### src/rtl/loop_filter_gain_scheduler_pkg.sv
// Package adpll_ctrl_pkg
// Purpose : shared types and default settings for the ADPLL loop-filter gain
//           scheduler. It provides the gear encoding, the default widths,
//           gains and thresholds, and a helper that sizes counters.
// Ports   : none (package).
package adpll_ctrl_pkg;

  typedef enum logic [1:0] {
    GEAR_IDLE = 2'd0,
    GEAR_ACQ  = 2'd1,
    GEAR_TRK  = 2'd2,
    GEAR_FINE = 2'd3
  } gear_t;

  localparam int unsigned DEF_ERROR_WIDTH   = 8;
  localparam int unsigned DEF_KP_WIDTH      = 5;
  localparam int unsigned DEF_KI_WIDTH      = 11;
  localparam int unsigned DEF_KP_ACQ        = 8;
  localparam int unsigned DEF_KI_ACQ        = 64;
  localparam int unsigned DEF_KP_TRK        = 4;
  localparam int unsigned DEF_KI_TRK        = 8;
  localparam int unsigned DEF_KP_FINE       = 1;
  localparam int unsigned DEF_KI_FINE       = 1;
  localparam int unsigned DEF_LOCK_THRESH   = 2;
  localparam int unsigned DEF_UNLOCK_THRESH = 16;
  localparam int unsigned DEF_LOCK_COUNT    = 8;
  localparam int unsigned DEF_ACQ_TIMEOUT   = 256;

  // Returns the number of bits needed to hold values 0..max_val. The result
  // is never less than 1.
  function automatic int unsigned cnt_width(input int unsigned max_val);
    return (max_val < 2) ? 1 : $clog2(max_val + 1);
  endfunction

endpackage

### src/rtl/loop_filter_gain_scheduler_if.sv
// Interface loop_filter_gain_scheduler_if
// Purpose : carries the phase-error stream into the scheduler and carries the
//           gain, gear and lock information back out to the loop filter.
// Signals : error_valid_i/error_i (sample in), kp_o/ki_o (gains out),
//           gear_o, locked_o, int_clear_o (status and integrator clear out).
// Modports: master = phase-detector/filter side, slave = scheduler.
interface loop_filter_gain_scheduler_if
  import adpll_ctrl_pkg::*;
#(
  parameter int unsigned ERROR_WIDTH = DEF_ERROR_WIDTH,
  parameter int unsigned KP_WIDTH    = DEF_KP_WIDTH,
  parameter int unsigned KI_WIDTH    = DEF_KI_WIDTH
);

  logic                          error_valid_i;
  logic signed [ERROR_WIDTH-1:0] error_i;
  logic        [KP_WIDTH-1:0]    kp_o;
  logic        [KI_WIDTH-1:0]    ki_o;
  gear_t                         gear_o;
  logic                          locked_o;
  logic                          int_clear_o;

  modport master (
    output error_valid_i, error_i,
    input  kp_o, ki_o, gear_o, locked_o, int_clear_o
  );

  modport slave (
    input  error_valid_i, error_i,
    output kp_o, ki_o, gear_o, locked_o, int_clear_o
  );

endinterface

### src/rtl/loop_filter_gain_scheduler_lock_detector.sv
// Module lock_detector
// Purpose : computes the error magnitude, counts consecutive good samples
//           (saturating at LOCK_COUNT) and flags the sample that completes
//           a run of good samples, or that breaks lock.
// Ports   : gen_clk_i, reset_i (sync, active high), clear_i (sync counter
//           clear), valid_i/error_i (sample), good_done_o (this valid sample
//           completes LOCK_COUNT good samples), bad_unlock_o (this valid
//           sample has |e| > UNLOCK_THRESH).
module lock_detector
  import adpll_ctrl_pkg::*;
#(
  parameter int unsigned ERROR_WIDTH   = DEF_ERROR_WIDTH,
  parameter int unsigned LOCK_THRESH   = DEF_LOCK_THRESH,
  parameter int unsigned UNLOCK_THRESH = DEF_UNLOCK_THRESH,
  parameter int unsigned LOCK_COUNT    = DEF_LOCK_COUNT
) (
  input  logic                          gen_clk_i,
  input  logic                          reset_i,
  input  logic                          clear_i,
  input  logic                          valid_i,
  input  logic signed [ERROR_WIDTH-1:0] error_i,
  output logic                          good_done_o,
  output logic                          bad_unlock_o
);

  localparam int unsigned MAG_W = ERROR_WIDTH + 1;
  localparam int unsigned CNT_W = cnt_width(LOCK_COUNT);

  logic [MAG_W-1:0] err_ext;
  logic [MAG_W-1:0] mag;
  logic             good;
  logic [CNT_W-1:0] good_cnt;

  // One extra bit so the most negative code negates without wrapping.
  always_comb begin
    err_ext = {error_i[ERROR_WIDTH-1], error_i};
    mag     = error_i[ERROR_WIDTH-1] ? (~err_ext + MAG_W'(1)) : err_ext;
    good    = (mag <= MAG_W'(LOCK_THRESH));
  end

  // The flag fires on the sample that brings the count to LOCK_COUNT, so the
  // gear change lands on that same edge.
  assign good_done_o  = valid_i && good && (good_cnt >= CNT_W'(LOCK_COUNT - 1));
  assign bad_unlock_o = valid_i && (mag > MAG_W'(UNLOCK_THRESH));

  always_ff @(posedge gen_clk_i) begin
    if (reset_i || clear_i) begin
      good_cnt <= '0;
    end else if (valid_i) begin
      if (!good) begin
        good_cnt <= '0;
      end else if (good_cnt < CNT_W'(LOCK_COUNT)) begin
        good_cnt <= good_cnt + CNT_W'(1);
      end
    end
  end

endmodule

### src/rtl/loop_filter_gain_scheduler.sv
// Module loop_filter_gain_scheduler
// Purpose : steps the ADPLL PI loop filter through the IDLE, ACQ, TRK and
//           FINE gears based on the phase-detector error. It drives the
//           kp/ki gains, the lock flag and integrator clear requests. All
//           outputs are registered.
// Ports   : gen_clk_i (clock), reset_i (sync, active high), enable_i (run
//           enable), bus (slave modport: error_valid_i/error_i in,
//           kp_o/ki_o/gear_o/locked_o/int_clear_o out).
module loop_filter_gain_scheduler
  import adpll_ctrl_pkg::*;
#(
  parameter int unsigned ERROR_WIDTH   = DEF_ERROR_WIDTH,
  parameter int unsigned KP_WIDTH      = DEF_KP_WIDTH,
  parameter int unsigned KI_WIDTH      = DEF_KI_WIDTH,
  parameter int unsigned KP_ACQ        = DEF_KP_ACQ,
  parameter int unsigned KI_ACQ        = DEF_KI_ACQ,
  parameter int unsigned KP_TRK        = DEF_KP_TRK,
  parameter int unsigned KI_TRK        = DEF_KI_TRK,
  parameter int unsigned KP_FINE       = DEF_KP_FINE,
  parameter int unsigned KI_FINE       = DEF_KI_FINE,
  parameter int unsigned LOCK_THRESH   = DEF_LOCK_THRESH,
  parameter int unsigned UNLOCK_THRESH = DEF_UNLOCK_THRESH,
  parameter int unsigned LOCK_COUNT    = DEF_LOCK_COUNT,
  parameter int unsigned ACQ_TIMEOUT   = DEF_ACQ_TIMEOUT
) (
  input  logic                          gen_clk_i,
  input  logic                          reset_i,
  input  logic                          enable_i,
  loop_filter_gain_scheduler_if.slave   bus
);

  localparam int unsigned TCNT_W = cnt_width(ACQ_TIMEOUT);

  gear_t               state;
  logic [KP_WIDTH-1:0] kp_q;
  logic [KI_WIDTH-1:0] ki_q;
  logic                locked_q;
  logic                clr_q;
  logic [TCNT_W-1:0]   tcnt;

  logic good_done;
  logic bad_unlock;
  logic unlock;
  logic advance;
  logic retry;
  logic det_clear;

  // Gear changes are decoded here so that the lock detector's counter
  // clears on the same edge that the FSM moves.
  always_comb begin
    unlock    = ((state == GEAR_TRK) || (state == GEAR_FINE)) && bad_unlock;
    advance   = ((state == GEAR_ACQ) || (state == GEAR_TRK)) && good_done;
    retry     = (state == GEAR_ACQ) && bus.error_valid_i &&
                (tcnt == TCNT_W'(ACQ_TIMEOUT - 1));
    det_clear = !enable_i || (state == GEAR_IDLE) || unlock || advance || retry;
  end

  lock_detector #(
    .ERROR_WIDTH   (ERROR_WIDTH),
    .LOCK_THRESH   (LOCK_THRESH),
    .UNLOCK_THRESH (UNLOCK_THRESH),
    .LOCK_COUNT    (LOCK_COUNT)
  ) u_lock_detector (
    .gen_clk_i    (gen_clk_i),
    .reset_i      (reset_i),
    .clear_i      (det_clear),
    .valid_i      (bus.error_valid_i),
    .error_i      (bus.error_i),
    .good_done_o  (good_done),
    .bad_unlock_o (bad_unlock)
  );

  always_ff @(posedge gen_clk_i) begin
    if (reset_i || !enable_i) begin
      state    <= GEAR_IDLE;
      kp_q     <= '0;
      ki_q     <= '0;
      locked_q <= 1'b0;
      clr_q    <= 1'b1;
      tcnt     <= '0;
    end else begin
      clr_q <= 1'b0;
      unique case (state)
        GEAR_IDLE: begin
          state <= GEAR_ACQ;
          kp_q  <= KP_WIDTH'(KP_ACQ);
          ki_q  <= KI_WIDTH'(KI_ACQ);
          tcnt  <= '0;
        end
        GEAR_ACQ: begin
          if (advance) begin
            state <= GEAR_TRK;
            kp_q  <= KP_WIDTH'(KP_TRK);
            ki_q  <= KI_WIDTH'(KI_TRK);
          end else if (retry) begin
            clr_q <= 1'b1;
            tcnt  <= '0;
          end else if (bus.error_valid_i) begin
            tcnt <= tcnt + TCNT_W'(1);
          end
        end
        GEAR_TRK: begin
          if (unlock) begin
            state <= GEAR_ACQ;
            kp_q  <= KP_WIDTH'(KP_ACQ);
            ki_q  <= KI_WIDTH'(KI_ACQ);
            clr_q <= 1'b1;
            tcnt  <= '0;
          end else if (advance) begin
            state    <= GEAR_FINE;
            kp_q     <= KP_WIDTH'(KP_FINE);
            ki_q     <= KI_WIDTH'(KI_FINE);
            locked_q <= 1'b1;
          end
        end
        GEAR_FINE: begin
          if (unlock) begin
            state    <= GEAR_ACQ;
            kp_q     <= KP_WIDTH'(KP_ACQ);
            ki_q     <= KI_WIDTH'(KI_ACQ);
            locked_q <= 1'b0;
            clr_q    <= 1'b1;
            tcnt     <= '0;
          end
        end
      endcase
    end
  end

  assign bus.kp_o        = kp_q;
  assign bus.ki_o        = ki_q;
  assign bus.gear_o      = state;
  assign bus.locked_o    = locked_q;
  assign bus.int_clear_o = clr_q;

endmodule
### src/flat_wrapper.sv
// flat-port wrapper written by rule: the top's interface ports become plain ports
module loop_filter_gain_scheduler_flat import adpll_ctrl_pkg::*;
#(
  parameter int unsigned ERROR_WIDTH   = DEF_ERROR_WIDTH,
  parameter int unsigned KP_WIDTH      = DEF_KP_WIDTH,
  parameter int unsigned KI_WIDTH      = DEF_KI_WIDTH,
  parameter int unsigned KP_ACQ        = DEF_KP_ACQ,
  parameter int unsigned KI_ACQ        = DEF_KI_ACQ,
  parameter int unsigned KP_TRK        = DEF_KP_TRK,
  parameter int unsigned KI_TRK        = DEF_KI_TRK,
  parameter int unsigned KP_FINE       = DEF_KP_FINE,
  parameter int unsigned KI_FINE       = DEF_KI_FINE,
  parameter int unsigned LOCK_THRESH   = DEF_LOCK_THRESH,
  parameter int unsigned UNLOCK_THRESH = DEF_UNLOCK_THRESH,
  parameter int unsigned LOCK_COUNT    = DEF_LOCK_COUNT,
  parameter int unsigned ACQ_TIMEOUT   = DEF_ACQ_TIMEOUT
)
  (gen_clk_i, reset_i, enable_i, bus_error_valid_i, bus_error_i, bus_kp_o, bus_ki_o, bus_gear_o, bus_locked_o, bus_int_clear_o);
  loop_filter_gain_scheduler_if #(.ERROR_WIDTH(ERROR_WIDTH), .KP_WIDTH(KP_WIDTH), .KI_WIDTH(KI_WIDTH)) bus_i ();
  input  logic gen_clk_i;
  input  logic reset_i;
  input  logic enable_i;
  input wire logic [$bits(bus_i.error_valid_i)-1:0] bus_error_valid_i;
  input wire logic [$bits(bus_i.error_i)-1:0] bus_error_i;
  output wire logic [$bits(bus_i.kp_o)-1:0] bus_kp_o;
  output wire logic [$bits(bus_i.ki_o)-1:0] bus_ki_o;
  output wire logic [$bits(bus_i.gear_o)-1:0] bus_gear_o;
  output wire logic [$bits(bus_i.locked_o)-1:0] bus_locked_o;
  output wire logic [$bits(bus_i.int_clear_o)-1:0] bus_int_clear_o;
  assign bus_i.error_valid_i = bus_error_valid_i;
  assign bus_i.error_i = bus_error_i;
  assign bus_kp_o = bus_i.kp_o;
  assign bus_ki_o = bus_i.ki_o;
  assign bus_gear_o = bus_i.gear_o;
  assign bus_locked_o = bus_i.locked_o;
  assign bus_int_clear_o = bus_i.int_clear_o;
  loop_filter_gain_scheduler #(.ERROR_WIDTH(ERROR_WIDTH), .KP_WIDTH(KP_WIDTH), .KI_WIDTH(KI_WIDTH), .KP_ACQ(KP_ACQ), .KI_ACQ(KI_ACQ), .KP_TRK(KP_TRK), .KI_TRK(KI_TRK), .KP_FINE(KP_FINE), .KI_FINE(KI_FINE), .LOCK_THRESH(LOCK_THRESH), .UNLOCK_THRESH(UNLOCK_THRESH), .LOCK_COUNT(LOCK_COUNT), .ACQ_TIMEOUT(ACQ_TIMEOUT)) u_core (.gen_clk_i(gen_clk_i), .reset_i(reset_i), .enable_i(enable_i), .bus(bus_i));
endmodule
### config.mk
export PLATFORM = sky130hd
export DESIGN_NAME = loop_filter_gain_scheduler_flat
export DESIGN_NICKNAME = d
export VERILOG_FILES = /design/src/rtl/loop_filter_gain_scheduler_pkg.sv /design/src/rtl/loop_filter_gain_scheduler_if.sv /design/src/rtl/loop_filter_gain_scheduler_lock_detector.sv /design/src/rtl/loop_filter_gain_scheduler.sv /design/src/flat_wrapper.sv
export SDC_FILE = /design/constraint.sdc
export NUM_CORES = 1
export LEC_CHECK = 0
export CORE_MARGIN = 2
export CORE_UTILIZATION = 40
export DETAILED_ROUTE_END_ITERATION = 10
export DONT_BUFFER_PORTS = 1
export PLACE_DENSITY_LB_ADDON = 0.05
export SETUP_SLACK_MARGIN = 0.2
export SLEW_MARGIN = 20
export SYNTH_ARGS = -nofsm -noshare
export SYNTH_HDL_FRONTEND = slang
export SYNTH_SLANG_ARGS = --single-unit
### constraint.sdc
create_clock -name gen_clk_i -period 6 [get_ports gen_clk_i]
set_input_delay 0.3 -clock gen_clk_i [delete_from_list [all_inputs] [get_ports gen_clk_i]]
set_output_delay 0.3 -clock gen_clk_i [all_outputs]
set_load 0.02 [all_outputs]
Word-level counts from Yosys, hierarchy flattened
Index checks and enable logic that the tools add are counted.
{"block": "totals", "memories": 0, "rom_bits": 0, "inputBits": 12, "ramBits": 0, "wordCells": 82, "latch_bits": 0, "register_bits": 33}
{"block": "op_classes", "magnitude_cmp": 4, "add_sub_neg": 3, "reduce_logical": 23, "n_eq_ne": 13, "n_shift": 0, "n_div": 0, "n_mul": 0, "bitwise": 1, "n_mux": 31}
{"cell": "9-bit two-way mux", "n": 5}
{"cell": "11-bit two-way mux", "n": 4}
{"cell": "11-bit one-hot mux with 4 select lines", "n": 1}
{"cell": "9-bit one-hot mux with 3 select lines", "n": 1}
{"cell": "5-bit two-way mux", "n": 4}
{"cell": "5-bit one-hot mux with 4 select lines", "n": 1}
{"cell": "9-bit by 1-bit adder with 9-bit output, second input constant", "n": 2}
{"cell": "2-bit by 1-bit != test with 1-bit output, second input constant", "n": 5}
{"cell": "9-bit by 8-bit equality test with 1-bit output, second input constant", "n": 1}
{"cell": "9-bit by 5-bit > comparator with 1-bit output, second input constant", "n": 1}
{"cell": "9-bit by 2-bit <= comparator with 1-bit output, second input constant", "n": 1}
{"cell": "9-bit inverter", "n": 1}
{"cell": "1-bit logical OR", "n": 8}
{"cell": "2-bit two-way mux", "n": 4}
{"cell": "4-bit two-way mux", "n": 2}
{"cell": "2-bit one-hot mux with 4 select lines", "n": 1}
{"cell": "1-bit logical AND", "n": 7}
{"cell": "1-bit two-way mux", "n": 6}
{"cell": "3-bit AND reduction", "n": 2}
{"cell": "4-bit by 1-bit adder with 4-bit output, second input constant", "n": 1}
{"cell": "2-bit equality test, second input constant", "n": 2}
{"cell": "4-bit by 3-bit >= comparator with 1-bit output, second input constant", "n": 1}
{"cell": "4-bit less-than comparator, second input constant", "n": 1}
{"cell": "2-bit != test, second input constant", "n": 2}
{"cell": "other kinds (10)", "n": 11}

Logic depth before layout (Yosys ltp)
Gate-level depths: netlist (run 1).
{"block": "logic_depth", "ltp_word": 10, "depth_mapped": 10}

Cells and area by module
A second synthesis (run 1) with hierarchy kept.
{"block": "hier_totals", "hier_cells": 174, "area_unflattened_um2": 1500.2}
{"module": "loop_filter_gain_scheduler", "seq_area_each_um2": 320.3, "n_inst": 1, "area_per_inst_um2": 1004.7, "cells_each": 117}
{"module": "lock_detector", "seq_area_each_um2": 80.1, "n_inst": 1, "area_per_inst_um2": 495.5, "cells_each": 57}

Worst setup path before layout (run 1)
Ideal clock, no wire load.
{"block": "synth_timing", "path_kind": "input to register", "from": "input port bus_error_i[0]", "to": "register u_core.kp_q[0], in the netlist u_core.bus.kp_o[0]", "cell_stages": 9, "setup_slack_ns": 3.436, "arrival_time_ns": 2.446, "n_path_buf": 1, "t_required_ns": 5.883, "cell_sequence": "inv_1 -> ha_1 -> or3b_1 -> or4b_4 -> and2_1 -> buf_6 -> nor3_4 -> o311ai_4 -> a32o_1"}
{"block": "synth_between", "elab_chain_len": 9}
{"item": "start: declaration", "line_no": "flat_wrapper.sv:24", "rtl": "input wire logic [$bits(bus_i.error_i)-1:0] bus_error_i;"}
{"item": "9-bit inverter", "line_no": "loop_filter_gain_scheduler_lock_detector.sv:37", "rtl": "mag = error_i[ERROR_WIDTH-1] ? (~err_ext + MAG_W'(1)) : err_ext;"}
{"item": "9-bit by 1-bit adder with 9-bit output", "line_no": "loop_filter_gain_scheduler_lock_detector.sv:37"}
{"item": "9-bit two-way mux (*)", "line_no": "loop_filter_gain_scheduler_lock_detector.sv:37"}
{"item": "9-bit by 2-bit <= comparator with 1-bit output", "line_no": "loop_filter_gain_scheduler_lock_detector.sv:38", "rtl": "good = (mag <= MAG_W'(LOCK_THRESH));"}
{"item": "1-bit logical AND (2 in series)", "line_no": "loop_filter_gain_scheduler_lock_detector.sv:43", "rtl": "assign good_done_o = valid_i && good && (good_cnt >= CNT_W'(LOCK_COUNT - 1));"}
{"item": "1-bit logical AND", "line_no": "loop_filter_gain_scheduler.sv:52", "rtl": "advance = ((state == GEAR_ACQ) || (state == GEAR_TRK)) && good_done;"}
{"item": "3-bit by 1-bit != test with 1-bit output (no source line) or 2-bit by 1-bit != test with 1-bit output (tied branches)"}
{"item": "3-bit AND reduction (no source line)"}
{"item": "end signal: assignment", "line_no": "loop_filter_gain_scheduler.sv:86", "rtl": "kp_q <= KP_WIDTH'(KP_ACQ);"}
{"item": "end signal: assignment", "line_no": "loop_filter_gain_scheduler.sv:93", "rtl": "kp_q <= KP_WIDTH'(KP_TRK);"}
{"item": "end signal: assignment", "line_no": "loop_filter_gain_scheduler.sv:105", "rtl": "kp_q <= KP_WIDTH'(KP_ACQ);"}
{"item": "end: declaration", "line_no": "loop_filter_gain_scheduler.sv:35", "rtl": "logic [KP_WIDTH-1:0] kp_q;"}
Mark *: on every way between the ends. The rest lies on a longest branch, timed or not.
A chain may end at the register's enable or synchronous reset.

Worst setup path after layout (run 1)
{"block": "layout_timing", "from": "register u_core.state[0], in the netlist u_core.bus.gear_o[0]", "to": "register u_core.kp_q[0], in the netlist u_core.bus.kp_o[0]"}
{"block": "layout_between", "elab_chain_len": 5}
{"item": "start: declaration", "line_no": "loop_filter_gain_scheduler.sv:34", "rtl": "gear_t state;"}
{"item": "start signal: assignment", "line_no": "loop_filter_gain_scheduler.sv:75", "rtl": "state <= GEAR_IDLE;"}
{"item": "start signal: assignment", "line_no": "loop_filter_gain_scheduler.sv:85", "rtl": "state <= GEAR_ACQ;"}
{"item": "start signal: assignment", "line_no": "loop_filter_gain_scheduler.sv:92", "rtl": "state <= GEAR_TRK;"}
{"item": "2-bit equality test (tied with other cells)", "line_no": "loop_filter_gain_scheduler.sv:51, loop_filter_gain_scheduler.sv:52, loop_filter_gain_scheduler.sv:83"}
{"item": "1-bit logical OR, on equally long branches", "line_no": "loop_filter_gain_scheduler.sv:51, loop_filter_gain_scheduler.sv:52"}
{"item": "1-bit logical AND, on equally long branches", "line_no": "loop_filter_gain_scheduler.sv:51, loop_filter_gain_scheduler.sv:52"}
{"item": "5-bit two-way mux (tied with other cells)", "line_no": "loop_filter_gain_scheduler.sv:103", "rtl": "if (unlock) begin"}
{"item": "5-bit one-hot mux with 4 select lines or 3-bit AND reduction (tied branches)"}
{"item": "end signal: assignment", "line_no": "loop_filter_gain_scheduler.sv:86"}
{"item": "end signal: assignment", "line_no": "loop_filter_gain_scheduler.sv:105"}
{"item": "end signal: assignment", "line_no": "loop_filter_gain_scheduler.sv:111", "rtl": "kp_q <= KP_WIDTH'(KP_FINE);"}
Parallel ways exist; a longest one is shown, timed or not.

==> impl_metrics.toml, run 1 <==
[synth]
async_reset_ff_share_pct = 0
synthSimpleGateAreaFrac_pct = 21.6
netlist.area_leader.share_pct = 25.3
yosysSeqAreaShare_pct = 25.3
synth_top_family_by_area = "compound AO/OA/AOI/OAI gates"
synth_area_mm2 = 0.00158
synthCells = 189
synth_ff_type = "dfxtp_1"
synth_edf_count = 0
yosysTopAreaCell = "dfxtp_1"
synth_cell_types = 51
synth_compound_area_share_pct = 29.1
synthAdderAreaFrac_pct = 7.90
synthXorXnorAreaFrac_pct = 0
synth.avg_cell_area_um2 = 8.38
synthTopCellsByArea = "dfxtp_1 25%, ha_1 7.9%, buf_4 6.2%, nand2_1 4.0%, mux2i_1 3.8%"
synth-seq-cells = 20
yosys_warnings = 0
muxShareOfSynthArea_pct = 4.50

[layout]
drive_gt1_share_pct = 8.11
nets = 209
syn2layout_area_growth_pct = 1.42
diodes = 0
utilization_pct = 42.9
stdcell_count = 233

[worst_setup_path]
path_cells = "inv_1 > ha_1 > inv_1 > a211oi_1 > nand2_1 > nor3_4 > o311ai_4 > a32o_1"
crit_slowest_cell = "dfxtp_1"
critical_path.top_delay_family = "compound AO/OA/AOI/OAI gates"
cp-start-kind = "flop"
path_max_fanout = 6
crit_top_cell = "inv_1"
arrival_ns = 2.81
cp-end-kind = "flop"
critical_path_required_ns = 6.16
slowest_delay_ns = 0.56
r2r_setup_slack_ns = 3.34
worst-path-buf-inv = 2
setup.worst_path.class = "reg -> reg"

[floorplanning]
die_area_mm2 = 0.00448
core-area_mm2 = 0.00374
die_h_um = 66.9
start_util_pct = 42.3
dieWidth_um = 66.9
io_pins = 32
std_cell_rows = 22

[grt]
antenna_found_initial = 0
grt_max_degree = 19
first_global_vias = 1294
grt.overflow.total = 0
grt_util_all_layers_pct = 17.1
grt_pass1_wl_um = 5980

[timing]
finalSetupViolCount = 0
hold_viol = 0
fmax_mhz = 376
worstMarginPinSlew_ns = 1.06
rsz0062_at_grt = "false"
post-route-min-period_ns = 2.66
fin_crit_sh_pct = 44.3
clock_skew_ns = 0.00669
drv_slew = 0
slew_headroom_pct = 29.0
setup_tns_ns = 0

[job]
drv_cap = 0

[placement]
post-place-cells = 230
port_buffers = 0
dp_hpwl_um = 2620
gp_congestion = 0.784

[pwr]
power_density_mw_per_mm2 = 168
vdd.ir_drop.worst_uv = 100
leakage_nw = 0.548

[cts]
cts_resized = 0
clk_pin_slew_ns = 0.08
cts_hold_buffers = 0
cts_post_setup_buffers_inserted = 0
cts_tree = "done"
clockBufferDepth = 2
root_buffer = "clkbuf_8"
cts_buffers = 3
ctsHtreeMaxLevel = 1
cts.sinks = 20
insertion_delay_ns = 0.26

[detailed_routing]
drt-vias-per-instance = 5.86
routedWlPerCell_um = 14.5
vias = 1365
dr.pass1.iters = 4
ant_nets = 0
wirelength_um = 3370
drc = 0
first_iter_violations = 102

[hold_path]
holdCritPathClass = "in -> reg"

[run_status]
outcome = "finished, final reports clean"
-- state kept, by name, indices dropped and copies added (netlist names) --
signal and count:
u_core.bus.gear_o 2, u_core.tcnt 9, u_core.bus.locked_o 1, u_core.bus.kp_o 3
u_core.bus.int_clear_o 1, u_core.u_lock_detector.good_cnt 4
-- layout make-up --
class / instances / area, um2
tap: 48 / 60.1
sequential: 20 / 400
inverter: 16 / 60.1
clock buffer: 3 / 41.3
timing repair buffer: 1 / 7.51
multi-input combinational: 145 / 1040
fill: 396 / 2140
-- per-layer routing --
layer  vias to the layer above  GRT usage (%)  wire, um
met4                         0           4.08        17
met1                       643           23.6      1630
met3                         2           4.22       173
met2                        36           26.5      1550
li1                        684              -         -
met5                         -              0         0
-- per-stage QoR --
step	area [um2]	power, mW	setup slack, ns	hold slack [ns]
after floorplan	1620	0.184	3.44	0.439
after global placement	1570	0.184	3.25	0.430
after detailed placement	1570	0.184	3.24	0.431
after CTS	1610	0.272	3.30	0.158
after global routing	1610	0.284	3.14	0.157
final	1610	0.270	3.34	0.157
-- Yosys cell counts (3+ instances only) --
library cell	count
a21oi_1	6
nand3_1	9
or3_1	3
nor2_1	10
nand2b_1	3
inv_1	16
dfxtp_1	20
ha_1	10
nand4_1	3
o211ai_1	7
o21ai_1	3
o21ai_0	6
a31oi_1	8
nand2_1	17
clkbuf_1	3
mux2i_1	6
buf_4	13
-- power breakdown --
part	internal, mW	switching, mW	leakage [nW]
Combinational	0.0131	0.0290	0.365
Clock	0.0448	0.0441	0.0216
Sequential	0.134	0.00480	0.162
-- layout by cell type (no fill, tap or decap), drive strengths merged, types with 2 or more instances in the layout --
cell type	Yosys	routed
or2	3	3
a31o	2	2
o41ai	2	2
a32o	2	2
or3	3	3
a31oi	8	8
o311a	2	2
nand4	3	3
o211ai	7	7
dfxtp	20	20
nand2	17	17
a211oi	2	2
o21ai	9	9
nand3b	2	2
o31ai	2	2
o311ai	3	3
clkbuf	3	3
mux2i	6	6
nor2	10	10
conb	1	10
nor4	2	2
nand2b	3	3
inv	16	16
and2	2	2
a2bb2oi	2	2
ha	10	10
nand3	9	9
and3	2	2
a21oi	6	6
a2111oi	2	2
-- cell families after synthesis --
kind of cell               after synthesis
adders and majority gates               10
other                                    1
and+or+nand+nor                         62
buffers and inverters                   33
muxes                                    7
DFF                                     20
AOI/OAI and AO/OA                       56
-- worst paths after layout --
path,from,end,cells past startpoint
worst max register to register,u_core.bus.gear_o[0]$_SDFFE_PP0P_,u_core.bus.kp_o[0]$_SDFFE_PP0P_,8
worst max-delay path,u_core.bus.gear_o[0]$_SDFFE_PP0P_,u_core.bus.kp_o[0]$_SDFFE_PP0P_,8
worst min-delay path,bus_error_valid_i,u_core.u_lock_detector.good_cnt[3]$_SDFFE_PP0P_,1
worst min register to register,u_core.tcnt[7]$_SDFFE_PP0P_,u_core.tcnt[7]$_SDFFE_PP0P_,1
No activity file was read; power rests on OpenSTA's default activity.
==> run 2: changes to the inputs <==
==> constraint.sdc (replaced) <==
create_clock -name gen_clk_i -period 2.8 [get_ports gen_clk_i]
set_input_delay 0.14 -clock gen_clk_i [delete_from_list [all_inputs] [get_ports gen_clk_i]]
set_output_delay 0.14 -clock gen_clk_i [all_outputs]
set_load 0.02 [all_outputs]
==> run 2 against run 1 <==
Against the previous run: clock-buffer cell count stayed put; design area is 2.9% higher; setup slack worse by 2.9 ns; final cell count is 2.1% higher; critical path type is now in -> reg; critical endpoint unchanged; largest power group unchanged.
==> impl_metrics.toml, run 2 (synthesis gave the netlist of run 1 again) <==
[worst_setup_path]
arrival_ns = 2.49
r2r_setup_slack_ns = 0.49
setup.worst_path.class = "in -> reg"
cp-startpoint = "bus_error_i[0]"
slowest_delay_ns = 0.66
worst-path-buf-inv = 1
r2r_cells = 10
critical_path_required_ns = 2.96
cp-end-kind = "flop"
path_cells = "inv_1 > ha_1 > or3b_1 > a2bb2oi_1 > nand2_1 > a211oi_1 > o311ai_4 > a32o_1"
critical_path.top_delay_family = "compound AO/OA/AOI/OAI gates"
cp-start-kind = "primary input"
reg2reg_to = "u_core.tcnt[5]$_SDFFE_PP0P_"
crit_cells = 8
r2r_start = "u_core.tcnt[0]$_SDFFE_PP0P_"
path_max_fanout = 6
crit_slowest_cell = "a211oi_1"

[grt]
use_met1_pct = 23.9
use_met3_pct = 4.39
top_usage_layer = "met2"
grt_max_degree = 19
use_met2_pct = 28.1
grt_pass1_wl_um = 6090
grt.overflow.total = 0
grt_util_all_layers_pct = 17.6
first_global_vias = 1311
antenna_found_initial = 0

[timing]
setup_tns_ns = 0
post-route-min-period_ns = 2.33
worstMarginPinSlew_ns = 1.07
slew_headroom_pct = 28.8
drv_slew = 0
hold_viol = 0
fin_crit_sh_pct = 83.3
finalSetupViolCount = 0
fmax_mhz = 429
rsz0062_at_grt = "false"
clock_skew_ns = 0.00816

[layout]
diodes = 0
syn2layout_area_growth_pct = 4.34
drive_gt1_share_pct = 10.5
utilization_pct = 44.2
final_common_cell = "dfxtp_1"
nets = 214
regMostFlops = "u_core.tcnt"
multi_input_area_mm2 = 0.00104
final_cell_mix = "20 x dfxtp_1, 17 x nand2_1, 16 x inv_1"
largest_register_ffs = 9
regArea_um2 = 400
nFillCells = 387

[detailed_routing]
drt-vias-per-instance = 5.87
dr.pass1.iters = 4
drc = 0
routedWlPerCell_um = 14.8
first_iter_violations = 115
vias = 1396
wirelength_um = 3520
ant_nets = 0

[floorplanning]
core-area_mm2 = 0.00374
io_pins = 32
die_area_mm2 = 0.00448
std_cell_rows = 22
dieWidth_um = 66.9
die_h_um = 66.9
start_util_pct = 42.3

[cts]
cts_tree = "done"
clockBufferDepth = 2
cts.sinks = 20
insertion_delay_ns = 0.26
clk_pin_slew_ns = 0.08
root_buffer = "clkbuf_8"
cts_buffers = 3
ctsHtreeMaxLevel = 1

[placement]
dp_hpwl_um = 2740
port_buffers = 0
gp_congestion = 0.832

[hold_path]
hold_depth = 2
holdPathEnd = "u_core.u_lock_detector.good_cnt[3]$_SDFFE_PP0P_"
min_from = "bus_error_valid_i"
holdCritPathClass = "in -> reg"

[run_status]
outcome = "finished, final reports clean"

[pwr]
power_density_mw_per_mm2 = 351
leakage_nw = 0.573
vdd.ir_drop.worst_uv = 255

[job]
drv_cap = 0
## run 2: changes by cell type in the layout (fill, tap and decap cells not counted)
cell and change:
a31oi_2 +1, dlygate4sd3_1 +1, a31oi_1 -1, buf_4 +4
## run 2: layout make-up
class	instances	share of cell area, %
well taps	48	3.63
clock buffers	3	2.50
multi-input cells	145	63.1
inverters	16	3.63
repair buffers	6	2.88
flip-flops and latches	20	24.2
## run 2: what timing repair did
action                                  in CTS  in global routing
hold endpoints to repair                     1                  0
setup buffers                                0                  0
gates resized for setup                      0                  1
endpoints found under the setup margin       0                  1
hold buffers                                 1                  0
## run 2: worst max-delay path by stage
stage / end / slack [ns]
floorplan: u_core.bus.kp_o[0]$_SDFFE_PP0P_ / 0.40
global placement: u_core.bus.kp_o[0]$_SDFFE_PP0P_ / 0.27
detailed placement: u_core.bus.kp_o[0]$_SDFFE_PP0P_ / 0.20
CTS: u_core.tcnt[5]$_SDFFE_PP0P_ / 0.39
global route: u_core.tcnt[5]$_SDFFE_PP0P_ / 0.25
finish: u_core.bus.kp_o[0]$_SDFFE_PP0P_ / 0.47
## run 2: worst register-to-register path: stages, from the launching register on
cell and delay, ns:
dfxtp_1 0.33, ha_1 0.23, and3_1 0.22, nand3_1 0.14, nor2_1 0.08, ha_1 0.23, nor2_1 0.18, nand3_1 0.12
a31oi_2 0.29, nand2_1 0.11, o311ai_0 0.28
## run 2: through the flow
stage	hold WS [ns]	total power, mW	cell area (um2)	cells	setup WS, ns
floorplan	0.339	0.395	1620	198	0.396
global placement	0.271	0.396	1600	234	0.269
detailed placement	0.265	0.397	1600	234	0.204
CTS	0.0674	0.591	1650	238	0.394
global route	0.0648	0.615	1650	238	0.248
finish	0.0714	0.581	1650	238	0.468
## run 2: routing by layer
layer	vias to the layer above	wire (um)
met4	0	7
met3	2	194
met2	39	1650
li1	692	-
met1	663	1660
met5	-	0
## run 2: where the power goes
group / switching, mW / internal [mW]
Clock: 0.0936 / 0.0959
Combinational: 0.0657 / 0.0306
Sequential: 0.00714 / 0.288
==> run 3: changes to the inputs <==
==> constraint.sdc (replaced) <==
create_clock -name gen_clk_i -period 2 [get_ports gen_clk_i]
set_input_delay 0.1 -clock gen_clk_i [delete_from_list [all_inputs] [get_ports gen_clk_i]]
set_output_delay 0.1 -clock gen_clk_i [all_outputs]
set_load 0.02 [all_outputs]
==> run 3 against run 2 <==
Against the previous run: wire length rose by 24%; non-clock buffer count rose by 40; clock skew fell by 0.0067 ns; utilization rose by 19 points; first-iteration DRC count fell by 40%; sequential cell count did not move; largest power group unchanged.
==> impl_metrics.toml, run 3 (synthesis gave the netlist of run 1 again) <==
[floorplanning]
io_pins = 32
dieWidth_um = 66.9
core-area_mm2 = 0.00374
start_util_pct = 42.3
std_cell_rows = 22
die_h_um = 66.9
die_area_mm2 = 0.00448

[detailed_routing]
dr.pass1.iters = 4
vias = 1599
ant_nets = 0
drt-vias-per-instance = 5.73
wirelength_um = 4370
first_iter_violations = 69
routedWlPerCell_um = 15.7
drc = 0

[worst_setup_path]
cp-end-kind = "flop"
r2r_start = "u_core.tcnt[1]$_SDFFE_PP0P_"
r2r_setup_slack_ns = 0.10
r2r_cells = 12
arrival_ns = 2.08
cp-start-kind = "primary input"
critical_path_required_ns = 2.16
setup.worst_path.class = "in -> reg"
reg2reg_to = "u_core.tcnt[5]$_SDFFE_PP0P_"
path_max_fanout = 6

[layout]
syn2layout_area_growth_pct = 49.4
diodes = 0
nets = 254
largest_register_ffs = 9
utilization_pct = 63.2
drive_gt1_share_pct = 48.9
stdcell_count = 279
final_cell_mix = "34 x buf_4, 14 x dfxtp_1, 11 x nand2_1, 11 x inv_1, 11 x buf_6"
final_common_cell = "buf_4"
regMostFlops = "u_core.tcnt"

[placement]
port_buffers = 0
gp_congestion = 0.806
dp_hpwl_um = 3000
pre_cts_ws_ns = -0.184
post-place-cells = 258

[timing]
hold_viol = 0
setup_tns_ns = 0
fmax_mhz = 522
drv_slew = 0
post-route-min-period_ns = 1.92
rsz0062_at_grt = "true"
clock_skew_ns = 0.00150
finalSetupViolCount = 0
fin_crit_sh_pct = 95.8
timing.hold.ws_ns = 0.0124
worst_slack_ns = 0.0836

[grt]
grt_util_all_layers_pct = 20.0
first_global_vias = 1513
grt_pass1_wl_um = 6820
grt.overflow.total = 0
grt_max_degree = 17
antenna_found_initial = 0

[cts]
insertion_delay_ns = 0.26
clk_pin_slew_ns = 0.08
root_buffer = "clkbuf_8"
cts.sinks = 20
cts_buffers = 3
ctsHtreeMaxLevel = 1
cts_tree = "done"
clockBufferDepth = 2

[hold_path]
min_from = "bus_error_valid_i"
holdPathEnd = "u_core.u_lock_detector.good_cnt[3]$_SDFFE_PP0P_"
hold_depth = 2
holdCritPathClass = "in -> reg"

[pwr]
swShare_pct = 29.5
clock_power_share_pct = 33.6
p_int_uw = 673
vdd.ir_drop.worst_uv = 294
combPwrFrac_pct = 23.1
seqPwrFrac_pct = 43.3
power.switching_uw = 281
power_density_mw_per_mm2 = 403
leakage_nw = 0.844

[run_status]
outcome = "finished, final reports clean"

[job]
drv_cap = 0
==> run 3: stage by stage <==
stage	total power, mW	instance area (um2)
5_1_grt	0.996	2370
3_3_place_gp	0.590	1820
2_1_floorplan	0.560	1670
3_5_place_dp	0.593	1820
6_report	0.954	2370
4_1_cts	0.943	2170
==> run 3: worst max-delay path by stage <==
stage | from | endpoint | slack, ns | cells past startpoint
4_1_cts | bus_error_i[1] | u_core.bus.kp_o[0]$_SDFFE_PP0P_ | 0.09 | 8
3_5_place_dp | bus_error_i[1] | u_core.u_lock_detector.good_cnt[0]$_SDFFE_PP0P_ | -0.18 | 8
6_report | bus_error_i[0] | u_core.bus.kp_o[0]$_SDFFE_PP0P_ | 0.08 | 8
2_1_floorplan | bus_error_i[1] | u_core.bus.kp_o[0]$_SDFFE_PP0P_ | -0.14 | 9
3_3_place_gp | bus_error_i[1] | u_core.u_lock_detector.good_cnt[1]$_SDFFE_PP0P_ | -0.1 | 8
5_1_grt | u_core.tcnt[1]$_SDFFE_PP0P_ | u_core.tcnt[5]$_SDFFE_PP0P_ | 0.03 | 12
==> run 3: layout make-up <==
cell class | instances | area, um2
Inverter | 16 | 93.8
Sequential cell | 20 | 408
Multi-Input combinational cell | 145 | 1360
Fill cell | 330 | 1380
Clock buffer | 4 | 55.1
Tap cell | 48 | 60.1
Timing Repair Buffer | 46 | 389
==> run 3: repair_timing <==
action | in CTS | in global routing
setup buffers | 9 | 7
hold endpoints to repair | 1 | 0
setup endpoints to repair | 20 | 20
hold buffers | 1 | 0
gates resized for setup | 51 | 25
gates cloned | 0 | 0
pin swaps | 22 | 14
==> run 3: critical path: stages <==
cell      delay (ns)
inv_6           0.03
ha_4            0.11
or3b_4          0.37
or4b_4          0.51
and2_4          0.20
o31ai_4         0.29
o311ai_4        0.20
a32o_1          0.26
==> run 3: per-layer routing <==
layer	vias up	wire, um	GRT usage [%]
met2	46	2190	36.3
met1	772	1910	24.4
met5	-	0	0
met3	11	190	2.87
met4	0	79	5.61
li1	770	-	-
==> run 3: power groups by stage <==
| stage | Clock (mW) | Combinational (mW) | Sequential (mW) |
|---|---|---|---|
| after CTS | 0.331 | 0.198 | 0.414 |
| final | 0.320 | 0.220 | 0.414 |
| after global placement | 0 | 0.167 | 0.423 |
| after global routing | 0.344 | 0.238 | 0.414 |
| after detailed placement | 0 | 0.170 | 0.423 |
| after floorplan | 0 | 0.137 | 0.423 |
